`config.mk`:
```
export PLATFORM = sky130hd
export DESIGN_NAME = exwb_arbiter_flat
export DESIGN_NICKNAME = d
export VERILOG_FILES = /design/src/rtl/exwb_arbiter_if.sv /design/src/rtl/exwb_arbiter.sv /design/src/flat_wrapper.sv
export SDC_FILE = /design/constraint.sdc
export NUM_CORES = 1
export LEC_CHECK = 0
export BUFFER_PORTS_ARGS = -buffer_cell sky130_fd_sc_hd__buf_2
export CAP_MARGIN = 20
export CORE_UTILIZATION = 56
export DETAILED_ROUTE_END_ITERATION = 8
export PLACE_DENSITY = 0.74
export SYNTH_ARGS = -nofsm -noshare
export SYNTH_HDL_FRONTEND = slang
export SYNTH_SLANG_ARGS = --single-unit
```
`constraint.sdc`:
```
create_clock -name clk -period 13 [get_ports clk]
set_input_delay 1.3 -clock clk [delete_from_list [all_inputs] [get_ports clk]]
set_output_delay 1.3 -clock clk [all_outputs]
set_load 0.05 [all_outputs]
```
`src/rtl/exwb_arbiter_if.sv`:
```
// Execute-result and ROB-writeback bundle for exwb_arbiter.
// The slave side is the arbiter; the master side drives results and watches writebacks.
interface exwb_arbiter_if #(
  parameter int TAG_W  = 5,
  parameter int DATA_W = 32
);
  logic [TAG_W-1:0]  alu_target;
  logic [DATA_W-1:0] alu_result;
  logic [TAG_W-1:0]  fwd_target;
  logic [DATA_W-1:0] fwd_result;
  logic [TAG_W-1:0]  jmp_target;
  logic [DATA_W-1:0] jmp_ori_pc;
  logic [DATA_W-1:0] jmp_next_pc;

  logic              wb_valid;
  logic [TAG_W-1:0]  wb_tag;
  logic [DATA_W-1:0] wb_result;
  logic              wb_is_jump;
  logic [DATA_W-1:0] wb_next_pc;
  logic [2:0]        almost_full;
  logic              overflow_err;

  modport master (
    output alu_target, alu_result, fwd_target, fwd_result,
           jmp_target, jmp_ori_pc, jmp_next_pc,
    input  wb_valid, wb_tag, wb_result, wb_is_jump, wb_next_pc,
           almost_full, overflow_err
  );

  modport slave (
    input  alu_target, alu_result, fwd_target, fwd_result,
           jmp_target, jmp_ori_pc, jmp_next_pc,
    output wb_valid, wb_tag, wb_result, wb_is_jump, wb_next_pc,
           almost_full, overflow_err
  );
endinterface

```
`src/rtl/exwb_arbiter.sv`:
```
// Writeback arbiter: per-source FIFOs for ALU/forwarder/jump results,
// round-robin serialised onto the single registered ROB writeback port.
module exwb_fifo #(
  parameter int W     = 8,
  parameter int DEPTH = 4
) (
  input  logic         clk,
  input  logic         rst,
  input  logic         flush,
  input  logic         push,
  input  logic         pop,
  input  logic [W-1:0] din,
  output logic [W-1:0] dout,
  output logic         empty,
  output logic         afull,
  output logic         drop
);
  localparam int AW = $clog2(DEPTH);

  logic [W-1:0]  mem [DEPTH];
  logic [AW-1:0] wptr, rptr;
  logic [AW:0]   cnt;
  logic          full, wr_en;

  assign empty = (cnt == '0);
  assign full  = (cnt == (AW+1)'(DEPTH));
  assign afull = (cnt >= (AW+1)'(DEPTH-1));
  // a full FIFO still accepts when its head leaves on the same edge
  assign wr_en = push && (!full || pop);
  assign drop  = push && full && !pop;
  assign dout  = mem[rptr];

  always_ff @(posedge clk) begin
    if (rst || flush) begin
      wptr <= '0;
      rptr <= '0;
      cnt  <= '0;
    end else begin
      if (wr_en) wptr <= wptr + 1'b1;
      if (pop)   rptr <= rptr + 1'b1;
      case ({wr_en, pop})
        2'b10:   cnt <= cnt + 1'b1;
        2'b01:   cnt <= cnt - 1'b1;
        default: cnt <= cnt;
      endcase
    end
  end

  always_ff @(posedge clk) begin
    if (!rst && !flush && wr_en) mem[wptr] <= din;
  end
endmodule

module exwb_arbiter #(
  parameter int               TAG_W       = 5,
  parameter int               DATA_W      = 32,
  parameter int               DEPTH       = 4,
  parameter logic [TAG_W-1:0] TAG_INVALID = '1
) (
  input logic           clk,
  input logic           rst,
  input logic           flush,
  exwb_arbiter_if.slave bus
);
  localparam int NSRC  = 3;
  localparam int ENT_W = TAG_W + 2*DATA_W;

  logic [NSRC-1:0][TAG_W-1:0] tgt;
  logic [NSRC-1:0][ENT_W-1:0] din, dout;
  logic [NSRC-1:0]            push, pop, empty, afull, drop;
  logic [1:0]                 last_grant, gnt_id, cand;
  logic                       gnt_vld;
  logic [ENT_W-1:0]           hd;

  assign tgt[0] = bus.alu_target;
  assign tgt[1] = bus.fwd_target;
  assign tgt[2] = bus.jmp_target;

  // entry = {tag, result, next_pc}; the jump link value is formed at capture
  assign din[0] = {bus.alu_target, bus.alu_result, DATA_W'(0)};
  assign din[1] = {bus.fwd_target, bus.fwd_result, DATA_W'(0)};
  assign din[2] = {bus.jmp_target, bus.jmp_ori_pc + DATA_W'(4), bus.jmp_next_pc};

  for (genvar g = 0; g < NSRC; g++) begin : g_src
    assign push[g] = (tgt[g] != TAG_INVALID) && !flush;
    assign pop[g]  = gnt_vld && (gnt_id == 2'(g));

    exwb_fifo #(.W(ENT_W), .DEPTH(DEPTH)) u_fifo (
      .clk   (clk),
      .rst   (rst),
      .flush (flush),
      .push  (push[g]),
      .pop   (pop[g]),
      .din   (din[g]),
      .dout  (dout[g]),
      .empty (empty[g]),
      .afull (afull[g]),
      .drop  (drop[g])
    );
  end

  // search starts just past the last winner and wraps
  always_comb begin
    gnt_vld = 1'b0;
    gnt_id  = 2'd0;
    cand    = 2'd0;
    for (int i = 0; i < NSRC; i++) begin
      cand = 2'((int'(last_grant) + 1 + i) % NSRC);
      if (!gnt_vld && !empty[cand]) begin
        gnt_vld = 1'b1;
        gnt_id  = cand;
      end
    end
  end

  assign hd = dout[gnt_id];
  assign bus.almost_full = afull;

  always_ff @(posedge clk) begin
    if (rst || flush) begin
      bus.wb_valid   <= 1'b0;
      bus.wb_tag     <= TAG_INVALID;
      bus.wb_result  <= '0;
      bus.wb_is_jump <= 1'b0;
      bus.wb_next_pc <= '0;
      last_grant     <= 2'd2;
    end else if (gnt_vld) begin
      bus.wb_valid   <= 1'b1;
      bus.wb_tag     <= hd[ENT_W-1 -: TAG_W];
      bus.wb_result  <= hd[2*DATA_W-1 -: DATA_W];
      bus.wb_is_jump <= (gnt_id == 2'd2);
      bus.wb_next_pc <= hd[DATA_W-1:0];
      last_grant     <= gnt_id;
    end else begin
      bus.wb_valid   <= 1'b0;
      bus.wb_tag     <= TAG_INVALID;
      bus.wb_result  <= '0;
      bus.wb_is_jump <= 1'b0;
      bus.wb_next_pc <= '0;
    end
  end

  // sticky until reset; flush deliberately leaves it set
  always_ff @(posedge clk) begin
    if (rst)        bus.overflow_err <= 1'b0;
    else if (|drop) bus.overflow_err <= 1'b1;
  end
endmodule

```
`src/flat_wrapper.sv`:
```
// flat-port wrapper written by rule: the top's interface ports become plain ports
module exwb_arbiter_flat 
#(
  parameter int               TAG_W       = 5,
  parameter int               DATA_W      = 32,
  parameter int               DEPTH       = 4,
  parameter logic [TAG_W-1:0] TAG_INVALID = '1
)
  (clk, rst, flush, bus_alu_target, bus_alu_result, bus_fwd_target, bus_fwd_result, bus_jmp_target, bus_jmp_ori_pc, bus_jmp_next_pc, bus_wb_valid, bus_wb_tag, bus_wb_result, bus_wb_is_jump, bus_wb_next_pc, bus_almost_full, bus_overflow_err);
  exwb_arbiter_if #(.TAG_W(TAG_W), .DATA_W(DATA_W)) bus_i ();
  input logic clk;
  input logic rst;
  input logic flush;
  input wire logic [$bits(bus_i.alu_target)-1:0] bus_alu_target;
  input wire logic [$bits(bus_i.alu_result)-1:0] bus_alu_result;
  input wire logic [$bits(bus_i.fwd_target)-1:0] bus_fwd_target;
  input wire logic [$bits(bus_i.fwd_result)-1:0] bus_fwd_result;
  input wire logic [$bits(bus_i.jmp_target)-1:0] bus_jmp_target;
  input wire logic [$bits(bus_i.jmp_ori_pc)-1:0] bus_jmp_ori_pc;
  input wire logic [$bits(bus_i.jmp_next_pc)-1:0] bus_jmp_next_pc;
  output wire logic [$bits(bus_i.wb_valid)-1:0] bus_wb_valid;
  output wire logic [$bits(bus_i.wb_tag)-1:0] bus_wb_tag;
  output wire logic [$bits(bus_i.wb_result)-1:0] bus_wb_result;
  output wire logic [$bits(bus_i.wb_is_jump)-1:0] bus_wb_is_jump;
  output wire logic [$bits(bus_i.wb_next_pc)-1:0] bus_wb_next_pc;
  output wire logic [$bits(bus_i.almost_full)-1:0] bus_almost_full;
  output wire logic [$bits(bus_i.overflow_err)-1:0] bus_overflow_err;
  assign bus_i.alu_target = bus_alu_target;
  assign bus_i.alu_result = bus_alu_result;
  assign bus_i.fwd_target = bus_fwd_target;
  assign bus_i.fwd_result = bus_fwd_result;
  assign bus_i.jmp_target = bus_jmp_target;
  assign bus_i.jmp_ori_pc = bus_jmp_ori_pc;
  assign bus_i.jmp_next_pc = bus_jmp_next_pc;
  assign bus_wb_valid = bus_i.wb_valid;
  assign bus_wb_tag = bus_i.wb_tag;
  assign bus_wb_result = bus_i.wb_result;
  assign bus_wb_is_jump = bus_i.wb_is_jump;
  assign bus_wb_next_pc = bus_i.wb_next_pc;
  assign bus_almost_full = bus_i.almost_full;
  assign bus_overflow_err = bus_i.overflow_err;
  exwb_arbiter #(.TAG_W(TAG_W), .DATA_W(DATA_W), .DEPTH(DEPTH), .TAG_INVALID(TAG_INVALID)) u_core (.clk(clk), .rst(rst), .flush(flush), .bus(bus_i));
endmodule
```
==> flow_summary_export.csv, run 1 <==
group,metric,value,unit
routing,drc_errors,0,
clocking,ctsLongestPathBuffers,3,
logic_synthesis,avgSynthCellArea,20.15,µm²
worst_setup_path,path_max_fanout,38,
worst_setup_path,endpoint,"u_core.g_src[2].u_fifo.mem[2][64]$_DFFE_PP_",
status,status,"finished, final reports clean",
sta,drv_slew,0,
worst_setup_path,worstRegToRegCells,10,
logic_synthesis,synth_flop_cell,"edfxtp_1",
clocking,clkLatencyLatePin,0.59,ns
global_routing,first_global_vias,13081,
logic_synthesis,synth_top_area_share,67.28,%
sta,min_period_over_period,33.50,%
worst_setup_path,worstPathArrival,4.58,ns
worst_setup_path,critPathKind,"register to register",
worst_setup_path,rrSetupSlack,8.65,ns
sta,max_slew.worst_pin.slew,1.133,ns
floorplanning,coreArea,44610,µm²
clocking,ctsResizeCount,0,
logic_synthesis,synth.top_cells.by_count,"572 x edfxtp_1, 143 x mux4_2, 101 x dfxtp_1",
cells_and_area,fillers,2958,
logic_synthesis,yosysUniqueCellTypes,63,
logic_synthesis,ys_ff_latch,673,
cells_and_area,layout-drive-gt1-share,32.99,%
floorplanning,chipWidth,215.5,µm
clocking,cts_buffers,66,
logic_synthesis,seq_area_frac_synth,75.20,%
worst_setup_path,worst_setup_path_start_kind,"register",
cells_and_area,final_cells,2160,
routing,vias,12827,
min_path,hold_path.class,"register to register",
clocking,htreeDepth,3,
min_path,hp-start,"u_core.g_src[1].u_fifo.wptr[1]$_SDFFE_PP0P_",
logic_synthesis,ys_top_cells_by_area,"edfxtp_1 67%, mux4_2 13%, dfxtp_1 7.9%",
pwr,p_leak,9.873,nW
clocking,cts_setup_buffers,0,
routing,ant_nets,0,
sta,fmax,0.2296,GHz
global_routing,grt_pass1_wl,79.25,mm
worst_setup_path,worstPathCellList,"inv_1 -> ha_1 -> nor3b_1 -> o21ai_0 -> a21o_1 -> a21oi_2 -> o21ai_1 -> nor2_1 -> and2_4 -> buf_4",
logic_synthesis,netlist_instances,1267,
routing,dr.first_iter.drc_count,1169,
routing,dr.pass1.iters,5,
place,dp_hpwl,32.36,mm
clocking,cts_hold_buf,0,
global_routing,grt.overflow.total,0,
floorplanning,initial_utilization,57.23,%
cells_and_area,finish.net_count,1676,
routing,detail_route.wl_per_cell,24.81,µm
logic_synthesis,synth_top_area_cell,"edfxtp_1",
logic_synthesis,yosys_warnings,0,
sta,setup_tns,0,ns
run,max_cap_viol_count,0,
worst_setup_path,r2r-start,"u_core.last_grant[0]$_SDFFE_PP0N_",
floorplanning,die_h,215.5,µm
logic_synthesis,synth_fp_nets,1432,
sta,hold_ws,0.5225,ns
global_routing,antenna_found_initial,12,
worst_setup_path,setup.worst_path.start,"u_core.last_grant[0]$_SDFFE_PP0N_",
routing,drt-total-wl,53.59,mm
place,dp.cells,2032,
logic_synthesis,synthArstFlopShare,0,%
logic_synthesis,syn_area,25530,µm²
logic_synthesis,synth-edff-count,572,
routing,viasPerCell,5.938,
worst_setup_path,endpoint_kind,"register",
clocking,cts_sinks,673,
sta,period_needed,4.354,ns
sta,finalClockSkew,0.02169,ns
worst_setup_path,required,13.22,ns
floorplanning,dieArea,46440,µm²
sta,rsz0062_at_grt,"false",
place,io_buffers,220,
pwr,total_power,6.287,mW
sta,setup_viol,0,
pwr,power_density,213.6,nW/µm²
clocking,root_buffer,"clkbuf_16",
sta,hold_viol,0,
global_routing,grt_max_degree,70,
worst_setup_path,r2r-end,"u_core.g_src[2].u_fifo.mem[2][64]$_DFFE_PP_",
worst_setup_path,critical-path-max-stage-delay,0.59,ns
global_routing,grt_usage,23.32,%
floorplanning,rows,77,
clocking,clkTransAtPathRegs,0.06,ns
floorplanning,io_pins,221,
place,place.gp.congestion,0.8078,
cells_and_area,area_delta_synth_final,15.29,%
pwr,max-vdd-ir-drop,0.0002844,V
clocking,cts_tree,"done",
worst_setup_path,cp_slowest_cell,"buf_4",
sta,relSlewSlack,24.45,%
logic_synthesis,yosysMostFrequentCell,"edfxtp_1",
[per-stage QoR]
| step | util, % | setup WS, ns | area [µm²] |
|---|---|---|---|
| global placement | 61.07 | 8.761 | 27240 |
| CTS | 65.79 | 8.632 | 29350 |
| finish | 65.98 | 8.646 | 29430 |
| global route | 65.96 | 8.363 | 29420 |
| floorplan | - | 7.668 | 25530 |
| detailed placement | 61.07 | 8.640 | 27240 |
[worst min-delay path by stage]
stage,end,slack [ns],cells after the start
floorplan,u_core.g_src[1].u_fifo.wptr[1]$_SDFFE_PP0P_,0.47,2
global placement,u_core.g_src[1].u_fifo.wptr[1]$_SDFFE_PP0P_,0.49,2
detailed placement,u_core.g_src[1].u_fifo.wptr[1]$_SDFFE_PP0P_,0.51,2
CTS,u_core.g_src[1].u_fifo.wptr[1]$_SDFFE_PP0P_,0.52,2
global route,u_core.g_src[1].u_fifo.wptr[1]$_SDFFE_PP0P_,0.57,2
finish,u_core.g_src[1].u_fifo.wptr[1]$_SDFFE_PP0P_,0.52,2
[critical path: cells and delay by family, from the launching register on]
| kind | cells | cell delay [ns] |
|---|---|---|
| compound gates | 4 | 1.29 |
| simple gates | 3 | 1.15 |
| flops | 1 | 0.36 |
| buf+inv | 2 | 0.66 |
| fa+ha+maj | 1 | 0.47 |
[kinds of logic (layout without fill, tap and decap cells)]
logic type / count (synthesis) / count (layout) / share of synthesized area [%]
AO/OA/AOI/OAI: 84 / 84 / 2.769
AND/OR/NAND/NOR: 185 / 185 / 3.926
multiplexers: 184 / 184 / 14.24
other: 0 / 4 / 0
adder cells (fa/ha/maj): 19 / 19 / 1.019
buffers and inverters: 81 / 378 / 1.431
flip-flops: 673 / 673 / 75.20
XOR/XNOR: 41 / 41 / 1.407
[registers in the layout, indices dropped and copies added (netlist names), named ones only]
name                      count
u_core.bus.wb_valid           1
u_core.last_grant             2
u_core.bus.wb_result         32
u_core.g_src.u_fifo.wptr      6
u_core.g_src.u_fifo.mem     572
u_core.bus.wb_is_jump         1
u_core.bus.overflow_err       1
u_core.g_src.u_fifo.cnt       9
u_core.bus.wb_next_pc        32
u_core.bus.wb_tag             5
u_core.g_src.u_fifo.rptr      6
[power by group]
group	leakage, nW	total [mW]	switching [mW]	internal, mW
logic	2.83	1.81	1.13	0.681
registers	6.02	2.64	0.102	2.54
clock network	1.02	1.83	0.786	1.05
[layout make-up]
| type | instances | area (µm²) | share of cell area (%) |
|---|---|---|---|
| antenna | 4 | 10.01 | 0.03401 |
| clock buffer | 89 | 1852 | 6.292 |
| clock inverter | 32 | 254.0 | 0.8630 |
| inverter | 20 | 75.07 | 0.2551 |
| multi-input combinational | 513 | 6007 | 20.41 |
| sequential | 673 | 19210 | 65.28 |
| tap | 592 | 740.7 | 2.517 |
| timing repair buffer | 237 | 1281 | 4.353 |
[placed cells by master (no fill, tap or decap), drive strengths merged, types with 5 or more instances in the layout]
master,synthesis,final
a21oi,6,6
a31oi,5,5
and2,9,9
and3,7,7
buf,26,237
clkbuf,35,89
clkinv,0,24
dfxtp,101,101
edfxtp,572,572
ha,16,16
inv,20,22
mux2i,40,40
mux4,143,143
nand2,36,36
nand3,14,14
nand4,9,9
nor2,40,40
nor2b,34,34
nor3,8,8
nor3b,7,7
o211ai,6,6
o21ai,12,12
o2bb2ai,32,32
o31ai,5,5
xnor2,26,26
xor2,15,15
[layer usage]
| layer | vias to the layer above | GRT usage (%) | routed length, µm | share of wire (%) |
|---|---|---|---|---|
| met5 | - | 0 | 115 | 0.21 |
| met4 | 18 | 6.714 | 881 | 1.6 |
| met3 | 83 | 5.567 | 4132 | 7.7 |
| met2 | 493 | 37.59 | 26390 | 49 |
| met1 | 6643 | 32.04 | 22070 | 41 |
| li1 | 5590 | - | - | - |
Note: power is estimated with default switching activity, not from simulation.
==> run 2, diff against run 1 <==
Settings changed: CORE_UTILIZATION 56 to 53, PLACE_DENSITY 0.74 to 0.73.
Clock period 13 ns to 3.9 ns, I/O delays scaled along.
==> run 2 against run 1 <==
Critical path depth is 1 lower. Setup slack got worse by 8.1 ns. Clock-buffer cell count grew 6. Critical endpoint is now u_core.g_src[2].u_fifo.mem[3][24]$_DFFE_PP_. Register-to-register slack got worse by 8.1 ns. Largest power group unchanged. Non-clock buffer count rose by 74. Fmax increased by 30%. Sequential share of layout area down 2.2 points. Worst hold slack lost 0.49 ns. Global-route usage shrank 1.2 points. Clock skew up 0.012 ns.
==> flow_summary_export.csv, run 2 (synthesized netlist as in run 1, its figures left out) <==
group,metric,value,unit
status,status,"finished, final reports clean",
routing,ant_nets,0,
clocking,htreeDepth,3,
clocking,ctsLongestPathBuffers,3,
worst_setup_path,required,4.16,ns
sta,setup_viol,0,
pwr,total_power,21.33,mW
sta,rsz0062_at_grt,"false",
pwr,p_leak,10.29,nW
place,io_buffers,220,
place,dp.cells,2068,
global_routing,antenna_found_initial,12,
floorplanning,dieArea,49050,µm²
clocking,cts_buffers,69,
floorplanning,die_h,221.5,µm
worst_setup_path,path_max_fanout,31,
floorplanning,initial_utilization,53.58,%
floorplanning,rows,80,
cells_and_area,layout-drive-gt1-share,32.38,%
min_path,hold_path.class,"primary input to register",
global_routing,grt_pass1_wl,80.49,mm
place,dp_hpwl,34.33,mm
cells_and_area,seq_area,19210,µm²
clocking,clkTransAtPathRegs,0.06,ns
routing,drt-total-wl,53.21,mm
sta,finalClockSkew,0.03359,ns
run,max_cap_viol_count,0,
routing,dr.first_iter.drc_count,988,
pwr,power_density,700.5,nW/µm²
sta,drv_slew,0,
worst_setup_path,endpoint_kind,"register",
worst_setup_path,worstPathArrival,3.60,ns
place,place.gp.congestion,0.8631,
cells_and_area,final_common_cell,"edfxtp_1",
sta,hold_ws,0.02785,ns
worst_setup_path,critical-path-max-stage-delay,0.60,ns
sta,max_slew.worst_pin.slew,1.058,ns
clocking,root_buffer,"clkbuf_16",
cells_and_area,final_cells,2265,
floorplanning,io_pins,221,
sta,min_period_over_period,85.56,%
global_routing,grt.overflow.total,0,
clocking,cts_setup_buffers,0,
routing,vias,12883,
floorplanning,chipWidth,221.5,µm
sta,setup_tns,0,ns
floorplanning,coreArea,47650,µm²
global_routing,grt_usage,22.09,%
clocking,cts_tree,"done",
global_routing,grt_max_degree,70,
clocking,cts_sinks,673,
worst_setup_path,worstPathCellList,"inv_1 -> ha_1 -> or4_1 -> o311a_4 -> a21oi_2 -> o21ai_1 -> nor2_1 -> and2_4 -> buf_12",
routing,viasPerCell,5.688,
pwr,max-vdd-ir-drop,0.001139,V
cells_and_area,reg.largest.list,"u_core.g_src.u_fifo.mem (572), u_core.bus.wb_next_pc (32), u_core.bus.wb_result (32)",
sta,hold_viol,0,
worst_setup_path,cp_slowest_cell,"or4_1",
cells_and_area,largest-register,"u_core.g_src.u_fifo.mem",
cells_and_area,fillers,3220,
cells_and_area,largest_reg_flops,572,
routing,dr.pass1.iters,5,
routing,detail_route.wl_per_cell,23.49,µm
sta,fmax,0.2997,GHz
sta,relSlewSlack,29.45,%
worst_setup_path,rrSetupSlack,0.56,ns
cells_and_area,multi_input_area,6007,µm²
global_routing,first_global_vias,13351,
clocking,clkLatencyLatePin,0.60,ns
cells_and_area,fin_util,63.91,%
routing,drc_errors,0,
cells_and_area,final_cell_mix,"572 x edfxtp_1, 220 x buf_2, 143 x mux4_2, 96 x dfxtp_1, 71 x clkbuf_16",
worst_setup_path,worst_setup_path_start_kind,"register",
cells_and_area,finish.net_count,1753,
sta,period_needed,3.337,ns
cells_and_area,area_delta_synth_final,19.28,%
worst_setup_path,critPathKind,"register to register",
run 2: cell types whose count changed in the layout (fill, tap and decap cells not counted), sizes merged:
cell / delta
buf: +10
inv: +2
clkbuf: +6
diode: +3
clkinvlp: -1
dlygate4sd3: +64
clkinv: -2
run 2: final timing paths:
check,startpoint,endpoint,depth (start not counted)
max,u_core.last_grant[0]$_SDFFE_PP0N_,u_core.g_src[2].u_fifo.mem[3][24]$_DFFE_PP_,9
min,bus_alu_result[28],u_core.g_src[0].u_fifo.mem[0][28]$_DFFE_PP_,1
max reg2reg,u_core.last_grant[0]$_SDFFE_PP0N_,u_core.g_src[2].u_fifo.mem[3][24]$_DFFE_PP_,9
min reg2reg,u_core.g_src[1].u_fifo.wptr[1]$_SDFFE_PP0P_,u_core.g_src[1].u_fifo.wptr[1]$_SDFFE_PP0P_,2
run 2: cell type report:
class	instances	area share, %
antenna	7	0.05753
inverter	20	0.2465
multi-input combinational	513	19.73
clock inverter	31	0.8013
sequential	673	63.09
clock buffer	95	6.427
timing repair buffer	311	7.125
tap	615	2.527
run 2: critical path: cells and delay by family (launching register included):
family / cells / cell delay (ns)
flops: 1 / 0.36
compound gates: 3 / 0.50
fa+ha+maj: 1 / 0.47
buf+inv: 2 / 0.35
simple gates: 3 / 1.31
run 2: layer usage:
metal / GRT usage (%) / wire length [µm]
met4: 7.370 / 1419
met1: 30.09 / 22460
met3: 5.245 / 3398
met2: 35.39 / 25870
met5: 0 / 55
run 2: what timing repair did:
item | 4_1_cts | 5_1_grt
hold endpoints to repair | 220 | 4
hold buffers | 63 | 1
gates resized for setup | 0 | 0
run 2: report_power, final:
part	switching (mW)	internal (mW)
logic	3.73	2.40
registers	0.422	8.46
clock network	2.66	3.67
run 2: stage by stage:
stage / area (µm²) / setup WS (ns)
after floorplan: 25530 / -1.271
after global placement: 27590 / 0.6426
after detailed placement: 27590 / 0.6023
after CTS: 30420 / 0.5643
after global routing: 30440 / 0.3148
final: 30450 / 0.5632
